--- src/rtl/stage_ma_pkg.sv ---
// Shared definitions for the memory-access stage: control-bit indices,
// field widths and the request FSM state type.
package stage_ma_pkg;

  localparam int CNTRL_W     = 5;
  localparam int WB_CNTRL_W  = 3;
  localparam int WB_R_WE     = 0;
  localparam int WB_MUX_LO   = 1;
  localparam int WB_MUX_HI   = 2;
  localparam int MA_MEM_RD   = 3;
  localparam int MA_MEM_WR   = 4;

  typedef enum logic {
    MA_IDLE = 1'b0,
    MA_WAIT = 1'b1
  } ma_state_e;

  // A valid instruction needs the data memory if it reads or writes.
  function automatic logic is_mem_op(input logic valid, input logic [CNTRL_W-1:0] cntrl);
    return valid && (cntrl[MA_MEM_RD] || cntrl[MA_MEM_WR]);
  endfunction

endpackage

--- src/rtl/ma_wb_reg.sv ---
// MA/WB pipeline register. A bubble load clears every field so the
// write-back stage sees reg_write=0 on cycles the memory stage is stalled.
module ma_wb_reg
  import stage_ma_pkg::*;
#(
  parameter int WIDTH  = 32,
  parameter int RDST_W = 5
) (
  input  logic                  clk,
  input  logic                  rst,
  input  logic                  i_bubble,
  input  logic [WIDTH-1:0]      i_pc,
  input  logic [WIDTH-1:0]      i_data_o_ma,
  input  logic [WIDTH-1:0]      i_alu_rslt,
  input  logic [WB_CNTRL_W-1:0] i_cntrl,
  input  logic [RDST_W-1:0]     i_rdst,
  output logic [WIDTH-1:0]      o_pc,
  output logic [WIDTH-1:0]      o_data_o_ma,
  output logic [WIDTH-1:0]      o_alu_rslt,
  output logic [WB_CNTRL_W-1:0] o_cntrl,
  output logic [RDST_W-1:0]     o_rdst
);

  logic [WIDTH-1:0]      pc_q,       pc_d;
  logic [WIDTH-1:0]      data_q,     data_d;
  logic [WIDTH-1:0]      alu_rslt_q, alu_rslt_d;
  logic [WB_CNTRL_W-1:0] cntrl_q,    cntrl_d;
  logic [RDST_W-1:0]     rdst_q,     rdst_d;

  always_comb begin
    pc_d       = i_pc;
    data_d     = i_data_o_ma;
    alu_rslt_d = i_alu_rslt;
    cntrl_d    = i_cntrl;
    rdst_d     = i_rdst;
    if (i_bubble) begin
      pc_d       = '0;
      data_d     = '0;
      alu_rslt_d = '0;
      cntrl_d    = '0;
      rdst_d     = '0;
    end
  end

  always_ff @(posedge clk) begin
    if (rst) begin
      pc_q       <= '0;
      data_q     <= '0;
      alu_rslt_q <= '0;
      cntrl_q    <= '0;
      rdst_q     <= '0;
    end else begin
      pc_q       <= pc_d;
      data_q     <= data_d;
      alu_rslt_q <= alu_rslt_d;
      cntrl_q    <= cntrl_d;
      rdst_q     <= rdst_d;
    end
  end

  assign o_pc        = pc_q;
  assign o_data_o_ma = data_q;
  assign o_alu_rslt  = alu_rslt_q;
  assign o_cntrl     = cntrl_q;
  assign o_rdst      = rdst_q;

endmodule

--- src/rtl/stage_ma.sv ---
// Memory-access stage: drives the data-memory req/ack handshake, stalls
// upstream while a request is outstanding, and owns the MA/WB register.
module stage_ma
  import stage_ma_pkg::*;
#(
  parameter int WIDTH  = 32,
  parameter int RDST_W = 5
) (
  input  logic                  clk,
  input  logic                  rst,
  input  logic                  i_ma_valid,
  input  logic [WIDTH-1:0]      i_ma_pc,
  input  logic [WIDTH-1:0]      i_ma_alu_rslt,
  input  logic [WIDTH-1:0]      i_ma_st_data,
  input  logic [CNTRL_W-1:0]    i_ma_cntrl,
  input  logic [RDST_W-1:0]     i_ma_rdst,
  output logic                  o_ma_stall,
  output logic                  o_dmem_req,
  output logic                  o_dmem_we,
  output logic [WIDTH-1:0]      o_dmem_addr,
  output logic [WIDTH-1:0]      o_dmem_wdata,
  input  logic                  i_dmem_ack,
  input  logic [WIDTH-1:0]      i_dmem_rdata,
  output logic [WIDTH-1:0]      o_wb_pc,
  output logic [WIDTH-1:0]      o_wb_data_o_ma,
  output logic [WIDTH-1:0]      o_wb_alu_rslt,
  output logic [WB_CNTRL_W-1:0] o_wb_cntrl,
  output logic [RDST_W-1:0]     o_wb_rdst
);

  ma_state_e             state_q, state_d;
  logic                  mem_op;
  logic                  rd_ack;
  logic [WIDTH-1:0]      wb_data_d;
  logic [WB_CNTRL_W-1:0] wb_cntrl_d;

  always_comb begin
    mem_op       = is_mem_op(i_ma_valid, i_ma_cntrl);
    // In WAIT the EX/MA inputs are frozen by our own stall, so they still
    // describe the outstanding access; read+write together counts as a write.
    o_dmem_req   = (state_q == MA_WAIT) || mem_op;
    o_dmem_we    = o_dmem_req && i_ma_cntrl[MA_MEM_WR];
    o_dmem_addr  = i_ma_alu_rslt;
    o_dmem_wdata = i_ma_st_data;
    o_ma_stall   = o_dmem_req && !i_dmem_ack;

    state_d = state_q;
    case (state_q)
      MA_IDLE: if (mem_op && !i_dmem_ack) state_d = MA_WAIT;
      MA_WAIT: if (i_dmem_ack)            state_d = MA_IDLE;
      default:                            state_d = MA_IDLE;
    endcase

    rd_ack     = o_dmem_req && !o_dmem_we && i_dmem_ack;
    wb_data_d  = rd_ack ? i_dmem_rdata : '0;
    wb_cntrl_d = i_ma_valid ? i_ma_cntrl[WB_CNTRL_W-1:0] : '0;
  end

  always_ff @(posedge clk) begin
    if (rst) state_q <= MA_IDLE;
    else     state_q <= state_d;
  end

  ma_wb_reg #(
    .WIDTH  (WIDTH),
    .RDST_W (RDST_W)
  ) u_ma_wb_reg (
    .clk         (clk),
    .rst         (rst),
    .i_bubble    (o_ma_stall),
    .i_pc        (i_ma_pc),
    .i_data_o_ma (wb_data_d),
    .i_alu_rslt  (i_ma_alu_rslt),
    .i_cntrl     (wb_cntrl_d),
    .i_rdst      (i_ma_rdst),
    .o_pc        (o_wb_pc),
    .o_data_o_ma (o_wb_data_o_ma),
    .o_alu_rslt  (o_wb_alu_rslt),
    .o_cntrl     (o_wb_cntrl),
    .o_rdst      (o_wb_rdst)
  );

endmodule

--- config.mk ---
export PLATFORM = sky130hd
export DESIGN_NAME = stage_ma
export DESIGN_NICKNAME = d
export VERILOG_FILES = /design/src/rtl/stage_ma_pkg.sv /design/src/rtl/ma_wb_reg.sv /design/src/rtl/stage_ma.sv
export SDC_FILE = /design/constraint.sdc
export NUM_CORES = 1
export LEC_CHECK = 0
export BUFFER_PORTS_ARGS = -buffer_cell sky130_fd_sc_hd__buf_2
export CORE_AREA = 2 2 122 124
export CTS_BUF_LIST = sky130_fd_sc_hd__clkbuf_2 sky130_fd_sc_hd__clkbuf_4 sky130_fd_sc_hd__clkbuf_8
export DETAILED_ROUTE_END_ITERATION = 8
export DIE_AREA = 0 0 124 126
export SLEW_MARGIN = 10
export SYNTH_ARGS = -nofsm -noshare
export SYNTH_HDL_FRONTEND = slang
export SYNTH_HIERARCHICAL = 1
export SYNTH_SLANG_ARGS = --single-unit
--- constraint.sdc ---
create_clock -name clk -period 1.38 [get_ports clk]
set_input_delay 0.138 -clock clk [delete_from_list [all_inputs] [get_ports clk]]
set_output_delay 0.138 -clock clk [all_outputs]
set_load 0.01 [all_outputs]
# [Word-level counts from Yosys, hierarchy flattened]
# Index checks and enable logic that the tools add are counted.
[totals] elab_cells=25 ff_bits=105 inputBits=142 out_inout_bits=171
[op_classes] n_mux=3 n_bitwise=3 n_reduce_logical=13
[ops] cell="logical AND 1 bit" count=6
[ops] cell="OR reduction 3 bit" count=2
[ops] cell="inverter 1 bit" count=3
[ops] cell="zero test 1 bit" count=2
[ops] cell="logical OR 1 bit" count=2
[ops] cell="two-way mux 1 bit" count=2
[ops] cell="case mux 1 bit (2 select lines)" count=1
[ops] cell="OR reduction 2 bit" count=1

# [Depth between registers and ports, before layout]
# Gate-level depths: netlist of the first run.
[logic_depth] word_depth=9 mapped_depth=6 ltp_nobuf=3

# [Hierarchy]
# The synthesis of the first run kept the hierarchy.
[by_module_without_submodules] module="ma_wb_reg" cells_per_inst=232 instances=1 seq_area_each_um2=2082.0 area_each_um2=3377.0
[by_module_without_submodules] module="stage_ma" cells_per_inst=114 instances=1 seq_area_each_um2=20.0 area_each_um2=1036.0

# [Least setup slack after synthesis of the first run]
# No wires, ideal clock.
[synth_path] path_kind="register to register" from="reg state_q" to="reg u_ma_wb_reg.data_q[0], in the netlist u_ma_wb_reg/o_data_o_ma[0]" t_required_ps=1263 setup_ps=117 arrival_ps=1224 period_less_slack_ps=1341 stages_incl_launch_ff=7 slack_ps=39 cell_sequence="dfxtp_1 inv_1 a21oi_1 buf_6 buf_6 buf_6 nor3b_2"
[synth_via] elab_cells_between_ends=8 cone_classes="bitwise: 1; reduce/logical: 7"
[synth_rtl] item="start, declared" line="stage_ma.sv:31" source="ma_state_e state_q, state_d;"
[synth_rtl] item="start signal, assigned" line="stage_ma.sv:61" source="else state_q <= state_d;"
[synth_rtl] item="logical OR 1 bit" line="stage_ma.sv:41" source="o_dmem_req = (state_q == MA_WAIT) || mem_op;"
[synth_rtl] item="logical AND 1 bit" line="stage_ma.sv:45" source="o_ma_stall = o_dmem_req && !i_dmem_ack;"
[synth_rtl] item="named net o_ma_stall" line="stage_ma.sv:17" source="output logic o_ma_stall,"
[synth_rtl] item="OR reduction 3 bit (no source line)"
[synth_rtl] item="end signal, assigned" line="ma_wb_reg.sv:54" source="data_q <= data_d;"
[synth_rtl] item="end, declared" line="ma_wb_reg.sv:25" source="logic [WIDTH-1:0] data_q, data_d;"
# The timed path passes the listed nets, and every way through them passes these cells.
# A chain may end at the register's enable or synchronous reset.

# [Final worst setup path of the first run]
[layout_path] from="reg state_q" to="reg u_ma_wb_reg.alu_rslt_q[17], in the netlist u_ma_wb_reg/o_alu_rslt[17]"
[layout_via] elab_chain_len=3
[layout_rtl] item="logical OR 1 bit" line="stage_ma.sv:41"
[layout_rtl] item="logical AND 1 bit" line="stage_ma.sv:45"
[layout_rtl] item="OR reduction 2 bit (no source line)"
[layout_rtl] item="end signal, assigned" line="ma_wb_reg.sv:55" source="alu_rslt_q <= alu_rslt_d;"
[layout_rtl] item="end, declared" line="ma_wb_reg.sv:26" source="logic [WIDTH-1:0] alu_rslt_q, alu_rslt_d;"
# Every way passes these cells.

==> flow_metrics.env, run 1 <==
export IMPL_status="finished, final reports clean"
export IMPL_place_congestion=0.728
export IMPL_seq_area_frac_synth_pct=47.6
export IMPL_period_share_pct=97.6
export IMPL_synth_area_leaders="dfxtp_1, nor3b_2, buf_4"
export IMPL_yosysUniqueCellTypes=15
export IMPL_grtUsageTotal_pct=14.5
export IMPL_slowest_delay_ps=380
export IMPL_row_count=44
export IMPL_core_area_um2=14300
export IMPL_setup_worst_path_start_class="flop"
export IMPL_slowest_stage="dfxtp_4"
export IMPL_start_util_pct=30.8
export IMPL_cts_root_buf="clkbuf_8"
export IMPL_drt_wl_total_um=12500
export IMPL_setup_viol_count_final=0
export IMPL_cts_sinks=105
export IMPL_vias_per_cell=4.25
export IMPL_p_int_mw=4.82
export IMPL_switchingPower_mw=1.70
export IMPL_max_cap_violations=0
export IMPL_period_minus_slack_ps=1350
export IMPL_first_global_vias=3356
export IMPL_ctsLongestPathBuffers=2
export IMPL_crit_chain="inv_4 -> a21oi_4 -> buf_4 -> buf_4 -> bufbuf_16 -> nor3b_1"
export IMPL_ir_worst_vdd_mv=0.571
export IMPL_cts_buffers=9
export IMPL_clkTransAtPathRegs_ps=110
export IMPL_netlist_area_um2=4410
export IMPL_max_freq_mhz=742
export IMPL_p_seq_share_pct=49.0
export IMPL_worst_endpoint_arrival_ps=1650
export IMPL_first_iter_violations=124
export IMPL_clock_latency_ps=380
export IMPL_worstMarginPinSlew_ps=345
export IMPL_end_kind="flop"
export IMPL_antenna_left=0
export IMPL_power_mw=6.52
export IMPL_synth_top_area_share_pct=47.6
export IMPL_final_util_pct=44.2
export IMPL_dieWidth_um=124
export IMPL_cts_tree="done"
export IMPL_slew_headroom_pct=77.0
export IMPL_fin_skew_ps=11.7
export IMPL_ys_warn_count=6
export IMPL_p_leak_nw=2.88
export IMPL_dr_pass1_iters=4
export IMPL_syn_avg_cell_area_um2=12.8
export IMPL_pwr_share_comb_pct=17.5
export IMPL_vias=3289
export IMPL_rsz0062_at_grt="true"
export IMPL_final_cell_mix="buf_2, dfxtp_1, nor3b_2"
export IMPL_tns_ps=0
export IMPL_grt_ovfl_total=0
export IMPL_swShare_pct=26.1
export IMPL_ys_ff_latch=105
export IMPL_port_buffers=248
export IMPL_antenna_found_initial=0
export IMPL_crit_fanout=15
export IMPL_hp_class="in -> reg"
export IMPL_yosys_area_top_type="dfxtp_1"
export IMPL_die_y_um=126
export IMPL_die_area_um2=15600
export IMPL_layout_commonest_cell="buf_2"
export IMPL_slew_violations=0
export IMPL_hpwl_um=8030
export IMPL_clkPwrFrac_pct=33.5
export IMPL_postSynthCellCount=346
export IMPL_drc=0
export IMPL_wire_per_inst_um=16.2
export IMPL_area_delta_synth_final_pct=43.2
export IMPL_nets=727
export IMPL_powerDensity_nw_per_um2=1030
export IMPL_crit_type="reg -> reg"
export IMPL_diodes=0
export IMPL_pin_count=313
export IMPL_synth_fp_nets=488
export IMPL_cp_common_cell="buf_4"
export IMPL_hold_viol_final=0
export IMPL_cts_max_level=3
export IMPL_grt_pass1_wl_um=17000
export IMPL_drive_above_1_share_pct=66.4
export IMPL_cp_required_ps=1680
export IMPL_grt_max_degree=50
-- final cells by class --
| cell class | count | area (um2) |
|---|---|---|
| fill | 1371 | 7990 |
| timing repair buffer | 322 | 2150 |
| sequential | 105 | 2110 |
| multi-input combinational | 146 | 1600 |
| tap | 184 | 230 |
| clock buffer | 9 | 124 |
| clock inverter | 7 | 108 |
| inverter | 1 | 6.26 |
-- worst max-delay path, delay by kind of cell, from the launching register on --
kind,cells,cell delay [ps]
buf+inv,4,610
flops,1,380
simple gates,1,210
compound gates,1,60
-- power groups by stage --
stage                     Combinational [mW]  Clock, mW  Sequential [mW]
after detailed placement               0.912          0             3.27
after CTS                               1.08       2.27             3.20
after floorplan                        0.600          0             3.34
after global routing                    1.22       2.37             3.21
final                                   1.14       2.19             3.20
after global placement                 0.901          0             3.27
-- metal layers --
layer | global-route usage (%) | share of wire, % | vias to the layer above
li1 | - | - | 1574
met1 | 14.1 | 36 | 1520
met2 | 27.5 | 54 | 163
met3 | 3.99 | 7.3 | 32
met4 | 7.53 | 2.6 | 0
met5 | 0 | 0 | -
-- synth_stat cells --
master    number
a21oi_1        1
inv_1          1
buf_6         21
nor3b_1       46
and2_2         3
nand2b_1       1
nor3b_2       90
o21ai_0        1
a21oi_4        1
dfxtp_1      105
o21a_1         1
buf_4         64
a211oi_1       1
buf_2          9
nand2_1        1
-- repair_timing --
item | 4_1_cts | 5_1_grt
endpoints found under the hold margin | 51 | 1
pin swaps | 1 | 1
hold buffers | 51 | 1
cloned | 2 | 5
setup endpoints to repair | 1 | 84
resized for setup | 3 | 15
buffers inserted | 4 | 1
-- through the flow --
step | cells | cell area (um2) | hold WS, ps | setup slack, ps
floorplan | 346 | 4410 | 211 | 39.3
global placement | 694 | 5300 | 276 | 57.2
detailed placement | 694 | 5300 | 276 | 19.3
CTS | 767 | 6150 | 0.190 | -46.4
global route | 774 | 6320 | 3.99 | -13.9
finish | 774 | 6320 | 26.1 | 32.7
-- flip-flops by register name, indices dropped and copies added (netlist names) --
signal and count:
u_ma_wb_reg/o_alu_rslt 32, u_ma_wb_reg/o_data_o_ma 32, u_ma_wb_reg/o_pc 32, u_ma_wb_reg/o_rdst 5, u_ma_wb_reg/o_cntrl 3, state_q 1
-- final timing paths --
path,slack (ps),endpoint,startpoint,cells past startpoint
max,30,u_ma_wb_reg/o_alu_rslt[17],state_q,6
min,30,u_ma_wb_reg/o_alu_rslt[29],i_ma_alu_rslt[29],2
max reg2reg,30,u_ma_wb_reg/o_alu_rslt[17],state_q,6
min reg2reg,630,state_q,state_q,3
-- cell families after synthesis --
| family | synth area share (%) |
|---|---|
| AOI/OAI and AO/OA | 0.936 |
| buffers and inverters | 17.4 |
| DFF | 47.6 |
| and+or+nand+nor | 34.1 |
Note: power is estimated with default switching activity, not from simulation.
==> run 2, diff against run 1 <==
--- a/config.mk
+++ b/config.mk
@@ -12,2 +12,3 @@
 export DIE_AREA = 0 0 124 126
+export REMOVE_ABC_BUFFERS = 1
 export SLEW_MARGIN = 10
==> constraint.sdc (replaced) <==
create_clock -name clk -period 1.38 [get_ports clk]
set_input_delay 0.069 -clock clk [delete_from_list [all_inputs] [get_ports clk]]
set_output_delay 0.069 -clock clk [all_outputs]
set_load 0.01 [all_outputs]
==> run 2 against run 1 <==
  * Setup slack lost 15 ps
  * Utilization rose by 1.2 points
  * Global-route usage up 2.2 points
  * Critical endpoint is now u_ma_wb_reg/o_alu_rslt[13]
  * Highest routed layer is now met5
==> flow_metrics.env, run 2 (synthesized netlist as in run 1, its figures left out) <==
export IMPL_clock_latency_ps=370
export IMPL_grt_max_degree=39
export IMPL_row_count=44
export IMPL_period_share_pct=98.7
export IMPL_antenna_left=0
export IMPL_period_minus_slack_ps=1360
export IMPL_wire_per_inst_um=16.8
export IMPL_pin_count=313
export IMPL_ctsLongestPathBuffers=2
export IMPL_reg2reg_slack_ps=20
export IMPL_area_delta_synth_final_pct=47.0
export IMPL_hpwl_um=8950
export IMPL_final_util_pct=45.3
export IMPL_whs_endpoint="u_ma_wb_reg/o_cntrl[1]"
export IMPL_crit_fanout=7
export IMPL_nets=751
export IMPL_tns_ps=0
export IMPL_drc=0
export IMPL_grtUsageTotal_pct=16.8
export IMPL_hp_class="in -> reg"
export IMPL_ir_worst_vdd_mv=0.534
export IMPL_cts_buffers=9
export IMPL_grt_pass1_wl_um=19200
export IMPL_worstMarginPinSlew_ps=265
export IMPL_final_cell_mix="buf_2, nor3b_2, dfxtp_1"
export IMPL_vias=3482
export IMPL_powerDensity_nw_per_um2=1020
export IMPL_cts_sinks=105
export IMPL_dpl_cell_area_um2=5400
export IMPL_max_cap_violations=0
export IMPL_cts_max_level=3
export IMPL_status="finished, final reports clean"
export IMPL_slew_headroom_pct=82.3
export IMPL_start_util_pct=30.8
export IMPL_antenna_found_initial=0
export IMPL_slew_violations=0
export IMPL_p_leak_nw=2.97
export IMPL_layout_commonest_cell="buf_2"
export IMPL_dr_pass1_iters=4
export IMPL_worstReg2RegStart="state_q"
export IMPL_die_area_um2=15600
export IMPL_vias_per_cell=4.37
export IMPL_cts_tree="done"
export IMPL_hp_start="i_ma_cntrl[1]"
export IMPL_place_congestion=0.726
export IMPL_r2r_cells=7
export IMPL_final_cell_area_um2=6490
export IMPL_hold_viol_final=0
export IMPL_rsz0062_at_grt="true"
export IMPL_layout_setup_ws_ps=18.2
export IMPL_reg2reg_to="u_ma_wb_reg/o_alu_rslt[13]"
export IMPL_fin_skew_ps=4.54
export IMPL_end_kind="flop"
export IMPL_worst_endpoint_arrival_ps=1650
export IMPL_cp_required_ps=1670
export IMPL_drt_wl_total_um=13400
export IMPL_grt_ovfl_total=0
export IMPL_drive_above_1_share_pct=65.9
export IMPL_dieWidth_um=124
export IMPL_hold_ws_ps=62.3
export IMPL_setup_viol_count_final=0
export IMPL_pre_cts_ws_ps=131
export IMPL_crit_type="reg -> reg"
export IMPL_cts_root_buf="clkbuf_8"
export IMPL_min_path_cells=3
export IMPL_first_global_vias=3687
export IMPL_core_area_um2=14300
export IMPL_nFillCells=1323
export IMPL_die_y_um=126
export IMPL_port_buffers=248
export IMPL_clkTransAtPathRegs_ps=90
export IMPL_max_freq_mhz=734
export IMPL_first_iter_violations=91
export IMPL_diodes=0
export IMPL_setup_worst_path_start_class="flop"
run 2: cell count changes in the layout (fill, tap and decap cells not counted), moves of 2 or more:
cell           delta
buf_6             -2
buf_8             -2
buf_12            +2
dlygate4sd3_1    +19
inv_8             -2
nor3b_1           -8
nor3b_2           +8
buf_4            +11
clkbuf_16         -3
run 2: how the worst max path moves through the flow:
stage,endpoint,depth (start not counted),start
5_1_grt,u_ma_wb_reg/o_alu_rslt[13],7,state_q
3_3_place_gp,u_ma_wb_reg/o_alu_rslt[9],5,state_q
4_1_cts,u_ma_wb_reg/o_alu_rslt[8],7,state_q
3_5_place_dp,u_ma_wb_reg/o_alu_rslt[15],5,state_q
2_1_floorplan,u_ma_wb_reg/o_alu_rslt[0],3,state_q
6_report,u_ma_wb_reg/o_alu_rslt[13],7,state_q
run 2: final cells by class:
class / count / area (um2) / area share, %
repair buffers: 346 / 2280 / 35.1
clock buffers: 10 / 131 / 2.02
flip-flops and latches: 105 / 2100 / 32.4
well taps: 184 / 230 / 3.55
inverters: 1 / 3.75 / 0.0578
clock inverters: 5 / 104 / 1.60
multi-input cells: 146 / 1640 / 25.3
run 2: metal layers:
layer | share of wire [%] | track usage (%) | up-vias
li1 | - | - | 1619
met1 | 39 | 18.1 | 1620
met2 | 47 | 27.0 | 225
met3 | 12 | 8.88 | 16
met4 | 1.9 | 6.87 | 2
met5 | 0.43 | 3.95 | -
run 2: what timing repair did:
action                                  CTS  global route
setup buffers                             5             1
hold buffers                             71             0
endpoints found under the setup margin    1            33
pin swaps                                 0             3
hold endpoints to repair                 70             0
resized for setup                         5            14
run 2: critical path, cell delays in order (launching register included):
cell     delay, ps
dfxtp_2        330
inv_2           70
a21oi_4         60
buf_12         130
buf_4          150
buf_4          160
buf_4          170
nor3b_1        200
run 2: power breakdown:
| part | internal (mW) | switching [mW] | total (mW) |
|---|---|---|---|
| clock network | 1.22 | 1.03 | 2.25 |
| registers | 3.16 | 0.0337 | 3.19 |
| logic | 0.611 | 0.538 | 1.15 |
| total | 4.99 | 1.61 | 6.60 |
run 2: metrics by stage:
step | total power [mW] | std cells
after CTS | 6.68 | 796
final | 6.60 | 797
after floorplan | 3.61 | 252
after global placement | 4.19 | 705
after detailed placement | 4.21 | 705
after global routing | 6.92 | 797
==> run 3, diff against run 2 <==
- REMOVE_ABC_BUFFERS: 1 -> default
==> run 3 against run 2 <==
  * Global-route usage down 1.6 points
  * Worst hold slack better by 9.5 ps
  * Register-to-register slack better by 70 ps
  * Routed wire length down 9.9%
  * Total power down 7.3%
  * Flip-flop and latch count unchanged
  * Clock power down 19%
  * Critical path depth down 2
  * Utilization down 1.4 points
  * Largest power group unchanged
  * Non-clock buffer count down 13
  * Via count down 3.8%
  * Combinational power down 3%
==> flow_metrics.env, run 3 (synthesized netlist as in run 1, its figures left out) <==
export IMPL_first_iter_violations=90
export IMPL_cts_root_buf="clkbuf_8"
export IMPL_drc=0
export IMPL_grt_max_degree=54
export IMPL_cts_max_level=3
export IMPL_drt_wl_total_um=12100
export IMPL_first_global_vias=3436
export IMPL_port_buffers=248
export IMPL_antenna_found_initial=0
export IMPL_dr_pass1_iters=3
export IMPL_core_area_um2=14300
export IMPL_place_congestion=0.716
export IMPL_hold_ws_ps=71.7
export IMPL_power_mw=6.12
export IMPL_max_cap_violations=0
export IMPL_dieWidth_um=124
export IMPL_fin_skew_ps=9.02
export IMPL_clkTransAtPathRegs_ps=100
export IMPL_worst_endpoint_arrival_ps=1550
export IMPL_cp_required_ps=1640
export IMPL_layout_commonest_cell="buf_2"
export IMPL_worstMarginPinSlew_ps=342
export IMPL_antenna_left=0
export IMPL_row_count=44
export IMPL_final_util_pct=43.9
export IMPL_status="finished, final reports clean"
export IMPL_grt_pass1_wl_um=17700
export IMPL_die_y_um=126
export IMPL_rsz0062_at_grt="false"
export IMPL_cts_tree="done"
export IMPL_vias_per_cell=4.27
export IMPL_crit_type="reg -> reg"
export IMPL_clock_latency_ps=380
export IMPL_hpwl_um=8080
export IMPL_slew_violations=0
export IMPL_cts_sinks=105
export IMPL_grt_ovfl_total=0
export IMPL_powerDensity_nw_per_um2=974
export IMPL_period_share_pct=93.6
export IMPL_nFillCells=1409
export IMPL_p_leak_nw=2.85
export IMPL_max_freq_mhz=775
export IMPL_final_cell_mix="buf_2, dfxtp_1, nor3b_2"
export IMPL_vias=3350
export IMPL_period_minus_slack_ps=1290
export IMPL_drive_above_1_share_pct=62.9
export IMPL_diodes=0
export IMPL_cts_buffers=9
export IMPL_ctsLongestPathBuffers=2
export IMPL_setup_viol_count_final=0
export IMPL_hold_viol_final=0
export IMPL_slew_headroom_pct=77.2
export IMPL_start_util_pct=30.8
export IMPL_area_delta_synth_final_pct=42.4
export IMPL_grtUsageTotal_pct=15.1
export IMPL_crit_fanout=51
export IMPL_end_kind="flop"
export IMPL_wire_per_inst_um=15.4
export IMPL_nets=738
export IMPL_die_area_um2=15600
export IMPL_setup_worst_path_start_class="flop"
export IMPL_ir_worst_vdd_mv=0.420
export IMPL_pin_count=313
export IMPL_tns_ps=0
export IMPL_hp_class="in -> reg"
## run 3: changes by cell type in the layout (fill, tap and decap cells not counted), sizes merged
cell      change
clkinv        -1
clkinvlp      +3
inv           +3
clkbuf        -1
bufinv        -3
bufbuf        +2
buf          -15
## run 3: path summary, 6_finish.rpt
check | start | to | slack (ps) | cells after the start
setup / recovery | state_q | u_ma_wb_reg/o_alu_rslt[31] | 90 | 5
hold / removal | i_dmem_rdata[13] | u_ma_wb_reg/o_data_o_ma[13] | 70 | 3
setup reg to reg | state_q | u_ma_wb_reg/o_alu_rslt[31] | 90 | 5
hold reg to reg | state_q | u_ma_wb_reg/o_alu_rslt[1] | 1000 | 5
## run 3: power breakdown
| part | total [mW] | internal (mW) | switching, mW |
|---|---|---|---|
| sequential | 3.20 | 3.16 | 0.0340 |
| clock | 1.82 | 0.687 | 1.13 |
| combinational | 1.11 | 0.586 | 0.521 |
| total | 6.12 | 4.43 | 1.68 |
## run 3: routing by layer
| metal | routed length, um | track usage [%] | vias up |
|---|---|---|---|
| li1 | - | - | 1597 |
| met1 | 4310 | 15.0 | 1558 |
| met4 | 336 | 6.94 | 0 |
| met3 | 833 | 4.85 | 34 |
| met2 | 6610 | 28.1 | 161 |
| met5 | 0 | 0 | - |
## run 3: stage by stage
stage          cells  worst slack [ps]  instance area, um2
6_report         785              88.9                6280
4_1_cts          785              27.2                6260
2_1_floorplan    346              39.3                4410
3_5_place_dp     692              69.5                5270
3_3_place_gp     692               124                5270
5_1_grt          785              17.1                6280
## run 3: final cells by class
type                            count  area (um2)  area share [%]
Timing Repair Buffer              333        2190            34.9
Multi-Input combinational cell    146        1570            25.0
Tap cell                          184         230            3.66
Clock inverter                      7        60.1           0.956
Inverter                            1        3.75          0.0597
Sequential cell                   105        2100            33.5
Clock buffer                        9         124            1.97
## run 3: worst max-delay path, stage by stage (launching register included)
cell and delay, ps:
dfxtp_2 350, inv_2 50, a21oi_4 160, buf_4 170
buf_16 260, nor3b_1 110
## run 3: what timing repair did
item / in CTS / in global routing
hold endpoints to repair: 71 / 0
hold buffers: 71 / 0
cloned: 2 / 0
pin swaps: 1 / 1
setup buffers: 4 / 0
endpoints found under the setup margin: 1 / 32
gates resized for setup: 1 / 4
